<file path="src/rtl/uart_tx_mmio_if.sv">
// CPU data-bus view of the memory-mapped UART transmitter: store/address
// signals from the CPU, window select and registered read data back.
`timescale 1ns/1ps

interface uart_tx_mmio_if;
    logic [31:0] address;
    logic [31:0] w_data;
    logic        MEM_write;
    logic [2:0]  funct3;
    logic        sel;
    logic [31:0] rd_data;

    modport master (
        output address, w_data, MEM_write, funct3,
        input  sel, rd_data
    );

    modport slave (
        input  address, w_data, MEM_write, funct3,
        output sel, rd_data
    );
endinterface

</file>
<file path="src/rtl/uart_tx_mmio.sv">
// Memory-mapped UART transmitter: TXDATA pushes into a byte FIFO, STATUS is read back
// with RAM-like one-cycle latency. Define UART_TX_PARITY_EN for an even parity bit (8E1).
`timescale 1ns/1ps

// state  | meaning
// IDLE   | line high, waiting for a byte in the FIFO
// START  | start bit (low) for CLK_DIV cycles
// DATA   | 8 data bits LSB first, CLK_DIV cycles each
// PARITY | even parity bit (only with UART_TX_PARITY_EN)
// STOP   | stop bit (high); pops the next byte at its end for gapless frames
module uart_tx_mmio #(
    parameter logic [31:0] BASE_ADDR  = 32'h0000_4000,
    parameter int          CLK_DIV    = 434,
    parameter int          FIFO_DEPTH = 8
) (
    input  logic          clk,
    input  logic          reset,
    uart_tx_mmio_if.slave bus,
    output logic          tx,
    output logic          irq
);

    localparam int AW = $clog2(FIFO_DEPTH);
    localparam int CW = AW + 1;
    localparam int BW = $clog2(CLK_DIV);
    localparam logic [BW-1:0] BAUD_LOAD = BW'(CLK_DIV - 1);

`ifdef UART_TX_PARITY_EN
    typedef enum logic [2:0] {S_IDLE, S_START, S_DATA, S_PARITY, S_STOP} state_t;
`else
    typedef enum logic [2:0] {S_IDLE, S_START, S_DATA, S_STOP} state_t;
`endif

    state_t        state;
    logic [BW-1:0] baud;
    logic [2:0]    bit_idx;
    logic [7:0]    data_reg;

    logic [7:0]    fifo_mem [FIFO_DEPTH];
    logic [AW-1:0] wr_ptr;
    logic [AW-1:0] rd_ptr;
    logic [CW-1:0] count;
    logic [CW-1:0] count_next;
    logic          overflow;

    logic          sel_int;
    logic          wr_txdata;
    logic          wr_status;
    logic          rd_status;
    logic          full;
    logic          empty;
    logic          push;
    logic          pop;
    logic          baud_done;
    logic          frame_end;
    logic          idle_next;
    logic [31:0]   status_word;
    logic          unused_bits;

    assign sel_int   = (bus.address[31:3] == BASE_ADDR[31:3]);
    assign bus.sel   = sel_int;
    assign wr_txdata = bus.MEM_write && sel_int && !bus.address[2];
    assign wr_status = bus.MEM_write && sel_int && bus.address[2];
    assign rd_status = sel_int && bus.address[2];

    assign full      = (count == CW'(FIFO_DEPTH));
    assign empty     = (count == '0);
    assign push      = wr_txdata && !full;
    assign baud_done = (baud == '0);
    assign frame_end = (state == S_STOP) && baud_done;
    assign pop       = !empty && ((state == S_IDLE) || frame_end);
    // The FSM will sit in IDLE after this edge only if there was nothing to pop.
    assign idle_next = ((state == S_IDLE) || frame_end) && empty;

    assign status_word = {23'd0, 5'(count), overflow, (state != S_IDLE), empty, full};

    // funct3, the upper store bytes and the byte offset do not affect this block.
    assign unused_bits = ^{bus.funct3, bus.w_data[31:8], bus.address[1:0]};

    always_comb begin
        count_next = count;
        if (push && !pop) begin
            count_next = count + 1'b1;
        end else if (!push && pop) begin
            count_next = count - 1'b1;
        end
    end

    always_ff @(posedge clk) begin
        if (push) begin
            fifo_mem[wr_ptr] <= bus.w_data[7:0];
        end
    end

    // Overflow uses the full flag from before the edge, so a same-cycle pop does not save the byte.
    always_ff @(posedge clk) begin
        if (reset) begin
            wr_ptr   <= '0;
            rd_ptr   <= '0;
            count    <= '0;
            overflow <= 1'b0;
        end else begin
            if (push) begin
                wr_ptr <= wr_ptr + 1'b1;
            end
            if (pop) begin
                rd_ptr <= rd_ptr + 1'b1;
            end
            count <= count_next;
            if (wr_txdata && full) begin
                overflow <= 1'b1;
            end else if (wr_status) begin
                overflow <= 1'b0;
            end
        end
    end

    always_ff @(posedge clk) begin
        if (reset) begin
            state    <= S_IDLE;
            tx       <= 1'b1;
            baud     <= '0;
            bit_idx  <= '0;
            data_reg <= '0;
        end else begin
            case (state)
                S_IDLE: begin
                    tx <= 1'b1;
                    if (pop) begin
                        data_reg <= fifo_mem[rd_ptr];
                        state    <= S_START;
                        tx       <= 1'b0;
                        baud     <= BAUD_LOAD;
                    end
                end
                S_START: begin
                    if (baud_done) begin
                        state   <= S_DATA;
                        tx      <= data_reg[0];
                        bit_idx <= '0;
                        baud    <= BAUD_LOAD;
                    end else begin
                        baud <= baud - 1'b1;
                    end
                end
                S_DATA: begin
                    if (baud_done) begin
                        baud <= BAUD_LOAD;
                        if (bit_idx == 3'd7) begin
`ifdef UART_TX_PARITY_EN
                            state <= S_PARITY;
                            tx    <= ^data_reg;
`else
                            state <= S_STOP;
                            tx    <= 1'b1;
`endif
                        end else begin
                            bit_idx <= bit_idx + 3'd1;
                            tx      <= data_reg[bit_idx + 3'd1];
                        end
                    end else begin
                        baud <= baud - 1'b1;
                    end
                end
`ifdef UART_TX_PARITY_EN
                S_PARITY: begin
                    if (baud_done) begin
                        state <= S_STOP;
                        tx    <= 1'b1;
                        baud  <= BAUD_LOAD;
                    end else begin
                        baud <= baud - 1'b1;
                    end
                end
`endif
                S_STOP: begin
                    if (baud_done) begin
                        if (pop) begin
                            data_reg <= fifo_mem[rd_ptr];
                            state    <= S_START;
                            tx       <= 1'b0;
                            baud     <= BAUD_LOAD;
                        end else begin
                            state <= S_IDLE;
                            tx    <= 1'b1;
                        end
                    end else begin
                        baud <= baud - 1'b1;
                    end
                end
                default: begin
                    state <= S_IDLE;
                    tx    <= 1'b1;
                end
            endcase
        end
    end

    always_ff @(posedge clk) begin
        if (reset) begin
            bus.rd_data <= '0;
        end else begin
            bus.rd_data <= rd_status ? status_word : 32'd0;
        end
    end

    always_ff @(posedge clk) begin
        if (reset) begin
            irq <= 1'b1;
        end else begin
            irq <= idle_next && (count_next == '0);
        end
    end

endmodule

</file>
<file path="src/flat_wrapper.sv">
// flat-port wrapper written by rule: the top's interface ports become plain ports
module uart_tx_mmio_flat 
#(
    parameter logic [31:0] BASE_ADDR  = 32'h0000_4000,
    parameter int          CLK_DIV    = 434,
    parameter int          FIFO_DEPTH = 8
)
  (clk, reset, tx, irq, bus_address, bus_w_data, bus_MEM_write, bus_funct3, bus_sel, bus_rd_data);
  uart_tx_mmio_if bus_i ();
  input  logic clk;
  input  logic reset;
  output logic tx;
  output logic irq;
  input wire logic [$bits(bus_i.address)-1:0] bus_address;
  input wire logic [$bits(bus_i.w_data)-1:0] bus_w_data;
  input wire logic [$bits(bus_i.MEM_write)-1:0] bus_MEM_write;
  input wire logic [$bits(bus_i.funct3)-1:0] bus_funct3;
  output wire logic [$bits(bus_i.sel)-1:0] bus_sel;
  output wire logic [$bits(bus_i.rd_data)-1:0] bus_rd_data;
  assign bus_i.address = bus_address;
  assign bus_i.w_data = bus_w_data;
  assign bus_i.MEM_write = bus_MEM_write;
  assign bus_i.funct3 = bus_funct3;
  assign bus_sel = bus_i.sel;
  assign bus_rd_data = bus_i.rd_data;
  uart_tx_mmio #(.BASE_ADDR(BASE_ADDR), .CLK_DIV(CLK_DIV), .FIFO_DEPTH(FIFO_DEPTH)) u_core (.clk(clk), .reset(reset), .bus(bus_i), .tx(tx), .irq(irq));
endmodule
</file>
<file path="config.mk">
export PLATFORM = sky130hd
export DESIGN_NAME = uart_tx_mmio_flat
export DESIGN_NICKNAME = d
export VERILOG_FILES = /design/src/rtl/uart_tx_mmio_if.sv /design/src/rtl/uart_tx_mmio.sv /design/src/flat_wrapper.sv
export SDC_FILE = /design/constraint.sdc
export NUM_CORES = 1
export LEC_CHECK = 0
export CAP_MARGIN = 15
export CELL_PAD_IN_SITES_DETAIL_PLACEMENT = 1
export CELL_PAD_IN_SITES_GLOBAL_PLACEMENT = 2
export CORE_AREA = 3 3 150 152
export CTS_CLUSTER_DIAMETER = 30
export DETAILED_ROUTE_END_ITERATION = 6
export DIE_AREA = 0 0 153 155
export GPL_TIMING_DRIVEN = 1
export HOLD_SLACK_MARGIN = 0.1
export PLACE_DENSITY_LB_ADDON = 0.1
export SETUP_SLACK_MARGIN = 0.02
export SLEW_MARGIN = 15
export SYNTH_ARGS = -nofsm -noshare
export SYNTH_HDL_FRONTEND = slang
export SYNTH_SLANG_ARGS = --single-unit
export TNS_END_PERCENT = 10
</file>
<file path="constraint.sdc">
create_clock -name clk -period 3.8 [get_ports clk]
set_input_delay 0.38 -clock clk [delete_from_list [all_inputs] [get_ports clk]]
set_output_delay 0.38 -clock clk [all_outputs]
set_load 0.01 [all_outputs]
</file>
==> run_results.csv <==
group,metric,value,unit
status,status,"finished, final reports clean",
timing,setup_viol,0,
layout,syn_to_final_growth,21.46,%
synth,yosys.cell_types.count,53,
pwr,ir_worst_vdd,0.2209,mV
synth,synth_area_leaders,"edfxtp_1 (38%), dfxtp_1 (18%), mux4_2 (8.0%)",
setup_path,critPathKind,"in -> out",
drt,ant_nets,0,
global_route,antenna_found_initial,0,
drt,via_count,3265,
drt,drt_iter0_drc,139,
drt,wl_per_cell,16.59,um
synth,synth-edff-count,64,
floorplan,die-area,23720,um^2
drt,top_layer,"met4",
synth,yosysWarnings,0,
setup_path,reg2reg_to,"u_core.data_reg[6]",
floorplan,start_util,24.01,%
synth,syn_area,5079,um^2
synth,synth_top_cell_by_area,"edfxtp_1",
timing,worst_pin_slew,0.8629,ns
clock_network,cts_num_sinks,110,
global_route,grt_pass1_wl,19840,um
timing,clock_skew,0.01045,ns
placed_design,port_buffers,51,
clock_network,cts_buffers,9,
setup_path,crit_end,"bus_sel",
drt,m1WireLength,5748,um
synth,yosysMostFrequentCell,"edfxtp_1",
setup_path,crit_path_start,"bus_address[11]",
layout,largest_reg_flops,64,
synth,ys_async_sr_fraction,0,%
setup_path,end_kind,"output port",
timing,rsz0062_at_grt,"no",
setup_path,critical_path_arrival,2.33,ns
global_route,grt_start_max_net_pins,23,
placed_design,dp_slack,0.7494,ns
synth,synthTopCellsByCount,"edfxtp_1 (64), dfxtp_1 (46), nor2_1 (46)",
setup_path,r2r-start,"u_core.baud[0]",
pwr,power_per_cell_area,646.9,nW/um^2
hold_path,hold_class,"reg -> reg",
global_route,grt_pass1_vias,3461,
synth,synth_top_flop_cell,"edfxtp_1",
layout,regMostFlops,"u_core.fifo_mem",
drt,wl_met3,277,um
layout,drive_gt1_share,13.46,%
timing,worst_slack,1.093,ns
layout,reg.largest.list,"u_core.fifo_mem (64), u_core.baud (9)",
drt,wl,12330,um
timing,fin_tns_setup,0,ns
clock_network,cts_post_setup_buffers_inserted,0,
setup_path,r2r_setup_slack,1.16,ns
layout,diodes,0,
drt,vias_per_cell,4.394,
global_route,track_usage,10.58,%
setup_path,critPathMaxFanout,4,
synth,yosysSeqAreaShare,55.97,%
floorplan,die_x,153,um
pwr,p_leak,2.058,nW
clock_network,cts_resized,0,
drt,met2_length,6199,um
clock_network,cts_hold_buf,0,
layout,fin_util,29.16,%
clock_network,clock_latency,0.35,ns
floorplan,die_h,155,um
floorplan,row_count,53,
setup_path,required,3.42,ns
placed_design,gp_congestion,0.7265,
synth,synthDominantCellAreaShare,37.84,%
timing,min_period_over_period,71.23,%
floorplan,core-area,21150,um^2
clock_network,cts_tree,"done",
clock_network,cts_root_buf,"clkbuf_16",
synth,synthCells,407,
layout,nNetsFinal,546,
job,max-cap-violations,0,
clock_network,cts.path.max_buffers,2,
clock_network,h-tree-depth,3,
synth,syn-mean-instance-area,12.48,um^2
timing,slew_headroom,42.40,%
global_route,overflow,0,
placed_design,dp.final_hpwl,8596,um
floorplan,ios,105,
setup_path,worstRegToRegCells,8,
timing,report.final.hold_viol_count,0,
synth,yosys_register_bits,110,
timing,clock.fmax,0.3694,GHz
drt,dr.pass1.iters,4,
setup_path,cp-start-kind,"primary input",
clock_network,clk_pin_slew,0.08,ns
drt,drc,0,
timing,period_minus_slack,2.707,ns
timing,drv_slew,0,
==> critical path, stage by stage <==
cell	delay, ns
clkdlybuf4s50_1	0.40
nor4b_1	0.46
nand4_1	0.25
nor2_1	0.25
clkdlybuf4s50_1	0.59
==> per-layer routing <==
layer,GRT usage (%),up-vias
li1,-,1584
met1,13.98,1641
met2,18.02,33
met3,2.114,7
met4,2.418,0
met5,0,-
==> power breakdown <==
group,internal [W],switching (W),total (W)
logic,0.000641,0.000837,0.00148
clock network,0.000471,0.000499,0.000970
registers,0.00139,0.000149,0.00154
total,0.00250,0.00149,0.00399
==> layout by cell type, fill, tap and decap left out, types with 3 or more instances in the layout <==
master / Yosys / layout
edfxtp_1: 64 / 64
a21oi_1: 21 / 21
nor3b_1: 5 / 5
inv_1: 10 / 10
nand4_1: 3 / 3
a311oi_1: 4 / 4
a211oi_2: 3 / 3
o21bai_1: 4 / 4
o21ai_0: 8 / 8
xnor2_1: 4 / 4
a211oi_1: 10 / 10
nor4_1: 7 / 7
nand2b_1: 5 / 5
nor3_1: 15 / 15
nand3_1: 3 / 3
dfxtp_1: 46 / 46
buf_4: 25 / 14
conb_1: 1 / 24
nand3b_1: 5 / 5
xor2_1: 3 / 3
clkbuf_16: 0 / 9
nand2_1: 16 / 16
mux4_2: 18 / 18
nor4_2: 3 / 3
clkdlybuf4s50_1: 0 / 51
and2_1: 4 / 4
mux2i_1: 12 / 12
nor4b_1: 4 / 3
inv_8: 0 / 3
nor2_1: 46 / 46
ha_1: 13 / 13
==> how the worst min path moves through the flow <==
stage,startpoint,end,slack (ns),cells past startpoint
3_5_place_dp,u_core.bit_idx[2],u_core.bit_idx[2],0.46,2
4_1_cts,u_core.bit_idx[2],u_core.bit_idx[2],0.47,2
2_1_floorplan,u_core.overflow,u_core.bus.rd_data[3],0.43,1
5_1_grt,u_core.bit_idx[2],u_core.bit_idx[2],0.50,2
3_3_place_gp,u_core.bit_idx[2],u_core.bit_idx[2],0.45,2
6_report,u_core.bit_idx[1],u_core.bit_idx[1],0.47,2
==> final cells by class <==
cell class,instances,area (um^2)
fillers,2315,14990
flip-flops and latches,110,2843
multi-input cells,267,2022
repair buffers,65,615.6
well taps,275,344.1
clock buffers,9,225.2
clock inverters,7,81.33
inverters,10,37.54
==> through the flow <==
stage	total power (W)	hold WS, ns	instance area [um^2]	instances
6_report	0.003990	0.4700	6168	743
5_1_grt	0.004305	0.5010	6168	743
4_1_cts	0.004072	0.4700	6168	743
3_5_place_dp	0.003081	0.4564	5862	727
3_3_place_gp	0.003074	0.4489	5862	727
2_1_floorplan	0.002699	0.4305	5165	430
==> kinds of logic (layout without fill, tap and decap cells) <==
kind of cell / Yosys count / in the layout / synth area share (%)
AOI/OAI and AO/OA: 62 / 62 / 8.204
xor gates and xnor gates: 7 / 7 / 1.207
adders and majority gates: 13 / 13 / 3.203
buffers and inverters: 53 / 91 / 6.036
DFF: 110 / 110 / 55.97
muxes: 30 / 30 / 10.35
other: 1 / 24 / 0.07384
and+or+nand+nor: 131 / 131 / 14.95
Note: power is estimated with default switching activity, not from simulation.
